## config.mk

```make
export PLATFORM = sky130hd
export DESIGN_NAME = sid_reg_write_rx
export DESIGN_NICKNAME = d
export VERILOG_FILES = /design/src/rtl/sid_reg_write_rx.sv
export SDC_FILE = /design/constraint.sdc
export NUM_CORES = 1
export LEC_CHECK = 0
export BUFFER_PORTS_ARGS = -buffer_cell sky130_fd_sc_hd__buf_4
export CELL_PAD_IN_SITES_DETAIL_PLACEMENT = 1
export CELL_PAD_IN_SITES_GLOBAL_PLACEMENT = 2
export CORE_MARGIN = 5
export CORE_UTILIZATION = 37
export CTS_CLUSTER_SIZE = 24
export DETAILED_ROUTE_END_ITERATION = 10
export GPL_TIMING_DRIVEN = 0
export PLACE_DENSITY = 0.75
export RECOVER_POWER = 25
export REMOVE_ABC_BUFFERS = 1
export SETUP_SLACK_MARGIN = 0.02
export SYNTH_ARGS = -nofsm -noshare
export SYNTH_HDL_FRONTEND = slang
export SYNTH_SLANG_ARGS = --single-unit
```

## constraint.sdc

```tcl
create_clock -name clk -period 2.3 [get_ports clk]
set_input_delay 0.115 -clock clk [delete_from_list [all_inputs] [get_ports clk]]
set_output_delay 0.115 -clock clk [all_outputs]
set_load 0.05 [all_outputs]
```

## src/rtl/sid_reg_write_rx.sv

```systemverilog
// ---------------------------------------------------------------------------
// sid_reg_write_rx
//
// Receiving end of the SID register-write port. The host drives a write
// strobe, a voice/bank select, a register address and a data byte on the
// ui_in/uio_in pins. This block synchronises all of them together, detects
// each rising edge of the strobe and commits exactly one byte into the
// voice/filter register file. The register file feeds the oscillators,
// envelopes and filter of the SID core.
//
// Bus layout on ui_in_i: [7] we, [6:5] don't care, [4:3] voice (NUM_VOICES
// selects the filter bank), [2:0] register address. uio_in_i is the data.
//
// Ports
//   clk          system clock
//   rst_n        asynchronous active-low reset
//   ui_in_i      {we, 2'bxx, voice[1:0], addr[2:0]}
//   uio_in_i     write data byte
//   freq_o       voice v frequency at [16v+15:16v] = {FREQ_HI, FREQ_LO}
//   pw_o         voice v pulse width at [12v+11:12v] = {PW_HI[3:0], PW_LO}
//   atk_dec_o    voice v attack/decay byte at [8v+7:8v]
//   sus_rel_o    voice v sustain/release byte at [8v+7:8v]
//   wav_o        voice v waveform/control byte at [8v+7:8v] (bit0 = gate)
//   fc_o         filter cutoff {FC_HI, FC_LO[2:0]}
//   res_filt_o   resonance[7:4] / filter enables[3:0]
//   mode_vol_o   filter mode[7:4] / master volume[3:0]
//   gate_on_o    one-cycle pulse per voice when a WAV write sets the gate
//   gate_off_o   one-cycle pulse per voice when a WAV write clears the gate
//   wr_strobe_o  one-cycle pulse for every accepted write, ignored
//                addresses included
// ---------------------------------------------------------------------------
module sid_reg_write_rx #(
  parameter int SYNC_STAGES = 2,
  parameter int NUM_VOICES  = 3
) (
  input  logic                      clk,
  input  logic                      rst_n,
  input  logic [7:0]                ui_in_i,
  input  logic [7:0]                uio_in_i,
  output logic [16*NUM_VOICES-1:0]  freq_o,
  output logic [12*NUM_VOICES-1:0]  pw_o,
  output logic [8*NUM_VOICES-1:0]   atk_dec_o,
  output logic [8*NUM_VOICES-1:0]   sus_rel_o,
  output logic [8*NUM_VOICES-1:0]   wav_o,
  output logic [10:0]               fc_o,
  output logic [7:0]                res_filt_o,
  output logic [7:0]                mode_vol_o,
  output logic [NUM_VOICES-1:0]     gate_on_o,
  output logic [NUM_VOICES-1:0]     gate_off_o,
  output logic                      wr_strobe_o
);

  // Voice-bank register addresses
  localparam logic [2:0] ADDR_FREQ_LO = 3'd0;
  localparam logic [2:0] ADDR_FREQ_HI = 3'd1;
  localparam logic [2:0] ADDR_PW_LO   = 3'd2;
  localparam logic [2:0] ADDR_PW_HI   = 3'd3;
  localparam logic [2:0] ADDR_ATK     = 3'd4;
  localparam logic [2:0] ADDR_SUS     = 3'd5;
  localparam logic [2:0] ADDR_WAV     = 3'd6;

  // Filter-bank register addresses
  localparam logic [2:0] ADDR_FC_LO    = 3'd0;
  localparam logic [2:0] ADDR_FC_HI    = 3'd1;
  localparam logic [2:0] ADDR_RES_FILT = 3'd2;
  localparam logic [2:0] ADDR_MODE_VOL = 3'd3;

  // Bits carried through the synchroniser: {we, voice[1:0], addr[2:0], data[7:0]}
  localparam int SW = 14;

  // ui_in[6:5] carry nothing for this block
  logic unusedUiBits;
  assign unusedUiBits = &{1'b0, ui_in_i[6:5]};

  // ---------------------------------------------------------------------
  // Synchroniser and edge detector
  // ---------------------------------------------------------------------
  logic [SYNC_STAGES-1:0][SW-1:0] sync_q;
  logic                           weDly_q;
  logic [SW-1:0]                  syncTop;
  logic                           syncWe;
  logic [1:0]                     syncVoice;
  logic [2:0]                     syncAddr;
  logic [7:0]                     syncData;
  logic                           commit;

  // Strobe, address and data travel through the same flop chain so that
  // the address and data seen at the last stage are always those that
  // accompanied the strobe. weDly_q is one stage further on the strobe only.
  always_ff @(posedge clk or negedge rst_n) begin
    if (!rst_n) begin
      sync_q  <= '0;
      weDly_q <= 1'b0;
    end else begin
      sync_q  <= {sync_q[SYNC_STAGES-2:0], {ui_in_i[7], ui_in_i[4:0], uio_in_i}};
      weDly_q <= syncWe;
    end
  end

  assign syncTop   = sync_q[SYNC_STAGES-1];
  assign syncWe    = syncTop[13];
  assign syncVoice = syncTop[12:11];
  assign syncAddr  = syncTop[10:8];
  assign syncData  = syncTop[7:0];

  // weDly_q clears on reset, so a strobe still high after reset release
  // counts as one fresh edge.
  assign commit = syncWe & ~weDly_q;

  // ---------------------------------------------------------------------
  // Register file state
  // ---------------------------------------------------------------------
  logic [7:0] freqLo_q [NUM_VOICES];
  logic [7:0] freqLo_d [NUM_VOICES];
  logic [7:0] freqHi_q [NUM_VOICES];
  logic [7:0] freqHi_d [NUM_VOICES];
  logic [7:0] pwLo_q   [NUM_VOICES];
  logic [7:0] pwLo_d   [NUM_VOICES];
  logic [3:0] pwHi_q   [NUM_VOICES];
  logic [3:0] pwHi_d   [NUM_VOICES];
  logic [7:0] atk_q    [NUM_VOICES];
  logic [7:0] atk_d    [NUM_VOICES];
  logic [7:0] sus_q    [NUM_VOICES];
  logic [7:0] sus_d    [NUM_VOICES];
  logic [7:0] wav_q    [NUM_VOICES];
  logic [7:0] wav_d    [NUM_VOICES];

  logic [2:0] fcLo_q, fcLo_d;
  logic [7:0] fcHi_q, fcHi_d;
  logic [7:0] resFilt_q, resFilt_d;
  logic [7:0] modeVol_q, modeVol_d;

  logic [NUM_VOICES-1:0] gateOn_q, gateOn_d;
  logic [NUM_VOICES-1:0] gateOff_q, gateOff_d;
  logic                  wrStrobe_q, wrStrobe_d;

  // Next-state decode. Each committed write touches at most one byte; the
  // multi-byte fields have no shadow latch, so a half-written frequency is
  // visible between writes just like on the real chip. Addresses without a
  // register still raise wr_strobe but change nothing.
  always_comb begin
    freqLo_d  = freqLo_q;
    freqHi_d  = freqHi_q;
    pwLo_d    = pwLo_q;
    pwHi_d    = pwHi_q;
    atk_d     = atk_q;
    sus_d     = sus_q;
    wav_d     = wav_q;
    fcLo_d    = fcLo_q;
    fcHi_d    = fcHi_q;
    resFilt_d = resFilt_q;
    modeVol_d = modeVol_q;
    gateOn_d  = '0;
    gateOff_d = '0;
    wrStrobe_d = commit;

    for (int v = 0; v < NUM_VOICES; v++) begin
      if (commit && (int'(syncVoice) == v)) begin
        case (syncAddr)
          ADDR_FREQ_LO: freqLo_d[v] = syncData;
          ADDR_FREQ_HI: freqHi_d[v] = syncData;
          ADDR_PW_LO:   pwLo_d[v]   = syncData;
          ADDR_PW_HI:   pwHi_d[v]   = syncData[3:0];
          ADDR_ATK:     atk_d[v]    = syncData;
          ADDR_SUS:     sus_d[v]    = syncData;
          ADDR_WAV: begin
            wav_d[v] = syncData;
            // Gate edges are judged against the value being replaced, so
            // rewriting the same gate level gives no pulse.
            gateOn_d[v]  = syncData[0] & ~wav_q[v][0];
            gateOff_d[v] = ~syncData[0] & wav_q[v][0];
          end
          default: ;
        endcase
      end
    end

    if (commit && (int'(syncVoice) == NUM_VOICES)) begin
      case (syncAddr)
        ADDR_FC_LO:    fcLo_d    = syncData[2:0];
        ADDR_FC_HI:    fcHi_d    = syncData;
        ADDR_RES_FILT: resFilt_d = syncData;
        ADDR_MODE_VOL: modeVol_d = syncData;
        default: ;
      endcase
    end
  end

  // All register-file contents and pulses are flopped, so no output has a
  // combinational path from the pins.
  always_ff @(posedge clk or negedge rst_n) begin
    if (!rst_n) begin
      for (int v = 0; v < NUM_VOICES; v++) begin
        freqLo_q[v] <= '0;
        freqHi_q[v] <= '0;
        pwLo_q[v]   <= '0;
        pwHi_q[v]   <= '0;
        atk_q[v]    <= '0;
        sus_q[v]    <= '0;
        wav_q[v]    <= '0;
      end
      fcLo_q     <= '0;
      fcHi_q     <= '0;
      resFilt_q  <= '0;
      modeVol_q  <= '0;
      gateOn_q   <= '0;
      gateOff_q  <= '0;
      wrStrobe_q <= 1'b0;
    end else begin
      for (int v = 0; v < NUM_VOICES; v++) begin
        freqLo_q[v] <= freqLo_d[v];
        freqHi_q[v] <= freqHi_d[v];
        pwLo_q[v]   <= pwLo_d[v];
        pwHi_q[v]   <= pwHi_d[v];
        atk_q[v]    <= atk_d[v];
        sus_q[v]    <= sus_d[v];
        wav_q[v]    <= wav_d[v];
      end
      fcLo_q     <= fcLo_d;
      fcHi_q     <= fcHi_d;
      resFilt_q  <= resFilt_d;
      modeVol_q  <= modeVol_d;
      gateOn_q   <= gateOn_d;
      gateOff_q  <= gateOff_d;
      wrStrobe_q <= wrStrobe_d;
    end
  end

  // ---------------------------------------------------------------------
  // Output packing
  // ---------------------------------------------------------------------
  for (genvar v = 0; v < NUM_VOICES; v++) begin : gen_voice_out
    assign freq_o[16*v +: 16]  = {freqHi_q[v], freqLo_q[v]};
    assign pw_o[12*v +: 12]    = {pwHi_q[v], pwLo_q[v]};
    assign atk_dec_o[8*v +: 8] = atk_q[v];
    assign sus_rel_o[8*v +: 8] = sus_q[v];
    assign wav_o[8*v +: 8]     = wav_q[v];
  end

  assign fc_o        = {fcHi_q, fcLo_q};
  assign res_filt_o  = resFilt_q;
  assign mode_vol_o  = modeVol_q;
  assign gate_on_o   = gateOn_q;
  assign gate_off_o  = gateOff_q;
  assign wr_strobe_o = wrStrobe_q;

endmodule

```

==> metrics.cfg, run 1 <==
[status]
outcome=finished clean

[detailed_routing]
vias_per_cell=4.833
drt-total-wl_mm=21.70
ant_nets=0
first_pass_iters=4
wl_per_cell_um=21.74
drtIter0Drc=118
vias=4823
drc=0

[logic_synthesis]
synth_area_sq_mm=0.008213
synthTopCellsByArea=dfrtp_1 67%, mux2_2 24%, bufbuf_16 2.0%
synth-edff-count=0
avgSynthCellArea_sq_um=17.44
synth_ff_type=dfrtp_1
synth_top_area_frac=0.6673
synth_most_common_cell=dfrtp_1
ys_ff_latch=219
synth_largest_area_cell=dfrtp_1
yosysWarnings=0
synth_cells=471
yosysSeqAreaShare=0.6673
synth.distinct_cells=27
netlist_top_cells_count=219 x dfrtp_1, 177 x mux2_2, 14 x nand2_2
ys_async_sr_fraction=1.000

[critical_path]
reg2reg_setup_slack_ns=0.20
cp.required_ns=2.69
crit_family=simple AND/OR/NAND/NOR gates
crit_buf_inv=0
r2r_cells=3
crit_fanout=8
start_kind=flip-flop
cp_slowest_cell=nor2b_1
path_class=reg2reg
path_cells=nand3b_1 -> nor2b_1 -> mux2_2
crit_path_end_kind=flip-flop
reg2reg_from=syncTop[10]
worstPathArrival_ns=2.49
cpPeakStageDelay_ns=0.64
r2r-end=mode_vol_o[3]

[floorplan]
die-height_um=159.0
core_sq_mm=0.02182
die_x_um=159.0
ioPinCount=208
num_rows=54
initial_core_util=0.3763
die_area_sq_mm=0.02528

[layout]
drive_above_1_share=0.5933
fillers=2178
antennaDiodeCount=0
nets=717
stdcell_count=998
multiInputGateArea_sq_mm=0.002499
regArea_sq_mm=0.005480
area_delta_synth_final_pct=31.06
fin_util=0.4932
design_area_sq_mm=0.01076

[clock_network]
cts_tree=yes
h-tree-depth=1
clockRootBuffer=clkbuf_16
clockBufferDepth=3
cts.sinks=219
clk_latency_ns=0.51
numCtsBuffers=25
cts.reportedPaths.clkPinSlew_ns=0.06

[timing]
min_period_ns=2.100
fin_ws_ns=0.1998
fin_skew_ns=0.01446
setup_tns_ns=0
fin_crit_sh=0.9131
hold_viol=0
rsz0062_at_grt=no
fmax_mhz=476.1
setup_viol=0
finalMaxSlewViolations=0
worstMarginPinSlew_ns=1.402
relSlewSlack=0.06546
fin_hold_ws_ns=0.2771

[global_route]
overflow=0
grt_pass1_wl_mm=33.89
grt_antenna_before_repair=0
grt_pass1_vias=5476
globalRouteTotalUtil=0.1678
grt_max_degree=120

[flow_run]
maxCapViolCount=0

[power_and_ir_drop]
finalPower_mw=11.24
ir_worst_vdd_v=0.0008099
power.density_mw_per_mm2=1044
p_leak_nw=5.455

[place]
gp_congestion=0.7474
portBuffers=205
dpl_worst_slack_ns=-0.01341
dp_hpwl_mm=14.75
placed_area_sq_mm=0.009902
dp_cells=937

[worst_hold_path]
whs_endpoint=sync_q[0]
min_from=uio_in_i[0]
holdPathStages=2
min_path_type=in2reg

[area by class of cell]
class                           instances  share of cell area
Clock buffer                           40             0.07172
Multi-Input combinational cell        231              0.2321
Clock inverter                          6            0.003720
Tap cell                              280             0.03255
Sequential cell                       219              0.5091
Timing Repair Buffer                  222              0.1508
[flip-flops by register name, summed over array words and instances, names as in the netlist, 8 cells and up]
| signal | cells |
|---|---|
| freq_o | 48 |
| pw_o | 36 |
| atk_dec_o | 24 |
| sus_rel_o | 24 |
| wav_o | 24 |
| syncTop | 14 |
| sync_q | 14 |
| fcHi_q | 8 |
| mode_vol_o | 8 |
| res_filt_o | 8 |
[cell usage in the layout, fill, tap and decap left out, types with 2 or more instances in the layout]
cell | synthesis | routed
dfrtp_1 | 219 | 219
mux2_2 | 177 | 177
clkinv_2 | 0 | 4
nor3b_4 | 3 | 3
buf_4 | 0 | 164
nand4bb_1 | 2 | 2
nand3b_4 | 2 | 2
clkbuf_4 | 0 | 15
clkbuf_16 | 0 | 25
mux2_1 | 6 | 6
nor3_1 | 4 | 4
nor2_1 | 3 | 3
clkbuf_1 | 10 | 33
nand2_2 | 14 | 14
nor2b_1 | 2 | 2
nor2_8 | 2 | 2
and3_1 | 3 | 3
dlygate4sd3_1 | 0 | 15
nor2_2 | 4 | 4
clkbuf_8 | 0 | 9
[metal layers]
metal,up-vias,share of wire,track usage
li1,2123,-,-
met1,2535,0.41,0.2126
met2,143,0.52,0.2911
met3,22,0.063,0.04893
met4,0,0.011,0.02869
met5,-,0,0
[repair_timing]
item / 4_1_cts / 5_1_grt
setup endpoints to repair: 32 / 0
hold buffers: 15 / 0
endpoints found under the hold margin: 114 / 0
setup buffers: 0 / 0
gates resized for setup: 1 / 0
[power breakdown]
part,switching [mW],internal [mW],leakage (nW)
combinational,1.94,0.839,2.18
clock,1.51,2.30,0.406
sequential,0.347,4.30,2.87
total,3.80,7.44,5.45
[cell families (layout without fill, tap and decap cells)]
logic type             after synthesis  in the layout  share of synthesized area
buffers and inverters               21            268                    0.03032
flip-flops                         219            219                     0.6673
multiplexers                       183            183                     0.2509
AND/OR/NAND/NOR                     48             48                    0.05149
[how the worst max path moves through the flow]
stage	start	endpoint	slack (ns)	cells after the start
after floorplan	weDly_q	sus_rel_o[0]	0.44	3
final	syncTop[10]	mode_vol_o[3]	0.20	3
after detailed placement	weDly_q	pw_o[6]	-0.01	3
after global routing	syncTop[10]	mode_vol_o[3]	0.04	3
after global placement	syncTop[12]	atk_dec_o[16]	-0.60	3
after CTS	syncTop[10]	mode_vol_o[3]	0.16	3
(Power assumes the default switching activity.)
==> run 2, diff against run 1 <==
--- a/config.mk
+++ b/config.mk
@@ -8,6 +8,7 @@
 export BUFFER_PORTS_ARGS = -buffer_cell sky130_fd_sc_hd__buf_4
 export CELL_PAD_IN_SITES_DETAIL_PLACEMENT = 1
 export CELL_PAD_IN_SITES_GLOBAL_PLACEMENT = 2
+export CORE_ASPECT_RATIO = 0.5
 export CORE_MARGIN = 5
 export CORE_UTILIZATION = 37
 export CTS_CLUSTER_SIZE = 24
==> metrics.cfg, run 2 (synthesis results as in run 1) <==
[status]
outcome=finished clean

[clock_network]
cts.sinks=219
post_cts.repair.setup_buffers=0
clockBufferDepth=3
clk_latency_ns=0.50
cts_tree=yes
cts.reportedPaths.clkPinSlew_ns=0.06
h-tree-depth=1
clockRootBuffer=clkbuf_16
numCtsBuffers=21

[timing]
min_period_ns=2.068
fin_skew_ns=0.01294
finalMaxSlewViolations=0
fmax_mhz=483.5
worstMarginPinSlew_ns=1.422
rsz0062_at_grt=no
relSlewSlack=0.05216
hold_viol=0
fin_crit_sh=0.8993
setup_viol=0

[floorplan]
die_x_um=220.7
num_rows=38
initial_core_util=0.3780
ioPinCount=208
die-height_um=115.4
core_sq_mm=0.02173
die_area_sq_mm=0.02546

[detailed_routing]
drtIter0Drc=221
wl_per_cell_um=21.47
first_pass_iters=4
drt-total-wl_mm=21.62
vias_per_cell=4.751
vias=4784
ant_nets=0
drc=0

[global_route]
globalRouteTotalUtil=0.1706
grt_antenna_before_repair=0
overflow=0
grt_max_degree=119
grt_pass1_vias=5274
grt_pass1_wl_mm=32.92

[layout]
area_delta_synth_final_pct=29.23
design_area_sq_mm=0.01061
final_cell_mix=219 x dfrtp_1, 177 x mux2_2, 165 x buf_4, 29 x clkbuf_1, 21 x clkbuf_16
drive_above_1_share=0.5935
nets=713
fillers=2201
regArea_sq_mm=0.005480
multiInputGateArea_sq_mm=0.002492
stdcell_count=1007
largest_reg_flops=48
layout_commonest_cell=dfrtp_1

[critical_path]
start_kind=flip-flop
crit_fanout=8
crit_path_end_kind=flip-flop
reg2reg_setup_slack_ns=0.23
cpPeakStageDelay_ns=0.81
cp.required_ns=2.68
path_cells=or4b_1 -> nor2_8 -> mux2_2
worstPathArrival_ns=2.45
cp_slowest_cell=or4b_1
path_class=reg2reg

[place]
gp_congestion=0.7184
placed_area_sq_mm=0.009927
portBuffers=205
dp_cells=957
dp_hpwl_mm=14.13

[power_and_ir_drop]
power.density_mw_per_mm2=1007
p_leak_nw=5.362
finalPower_mw=10.69
ir_worst_vdd_v=0.0004394

[worst_hold_path]
min_path_type=in2reg

[flow_run]
maxCapViolCount=0

==> run 2: cell types whose count changed in the layout (fill, tap and decap cells not counted), sizes merged <==
cell / delta
diode: +1
clkbuf: -12
inv: -2
buf: +1
clkinvlp: +1
==> run 2: path summary, 6_finish.rpt <==
| path | startpoint | end | cells past startpoint |
|---|---|---|---|
| max in group asynchronous | rst_n | atk_dec_o[23] | 3 |
| hold / removal | uio_in_i[2] | sync_q[2] | 2 |
| setup reg to reg | weDly_q | sus_rel_o[7] | 3 |
| setup / recovery | weDly_q | sus_rel_o[7] | 3 |
| hold reg to reg | sync_q[6] | syncTop[6] | 0 |
| min in group asynchronous | rst_n | res_filt_o[7] | 2 |
==> run 2: final cells by class <==
cell class,instances,area share
flip-flops and latches,219,0.5163
multi-input cells,231,0.2348
repair buffers,222,0.1532
clock buffers,29,0.05706
well taps,300,0.03536
clock inverters,5,0.002947
diodes,1,0.0002358
==> run 2: routing by layer <==
layer,routed length (um),global-route usage,vias to the layer above
met5,0,0,-
met4,275,0.02684,0
met3,851,0.03736,23
met2,11080,0.2956,77
met1,9418,0.2278,2580
li1,-,-,2104
==> run 2: timing repair <==
| action | CTS | global route |
|---|---|---|
| endpoints found under the setup margin | 0 | 8 |
| hold endpoints to repair | 115 | 0 |
| hold buffers | 15 | 0 |
| resized for setup | 0 | 1 |
==> run 2: report_power, final <==
group          switching [mW]  internal, mW
registers               0.328          4.30
logic                    1.94         0.840
clock network            1.45          1.83
==> run 2: metrics by stage <==
step                      utilization  hold WS [ns]  setup TNS [ns]  worst slack, ns
after floorplan                     -       -0.1806               0           0.4408
after global placement         0.4546        0.2255         -111.93          -0.4763
after detailed placement       0.4569        0.2179               0          0.06990
after CTS                      0.4931        0.2381               0          0.06198
after global routing           0.4884        0.2634               0          0.08671
final                          0.4885        0.2820               0           0.2317
==> run 2: critical path: cells and delay by family, from the launching register on <==
family,cells,cell delay [ns]
muxes,1,0.37
and+or+nand+nor,2,1.11
DFF,1,0.47
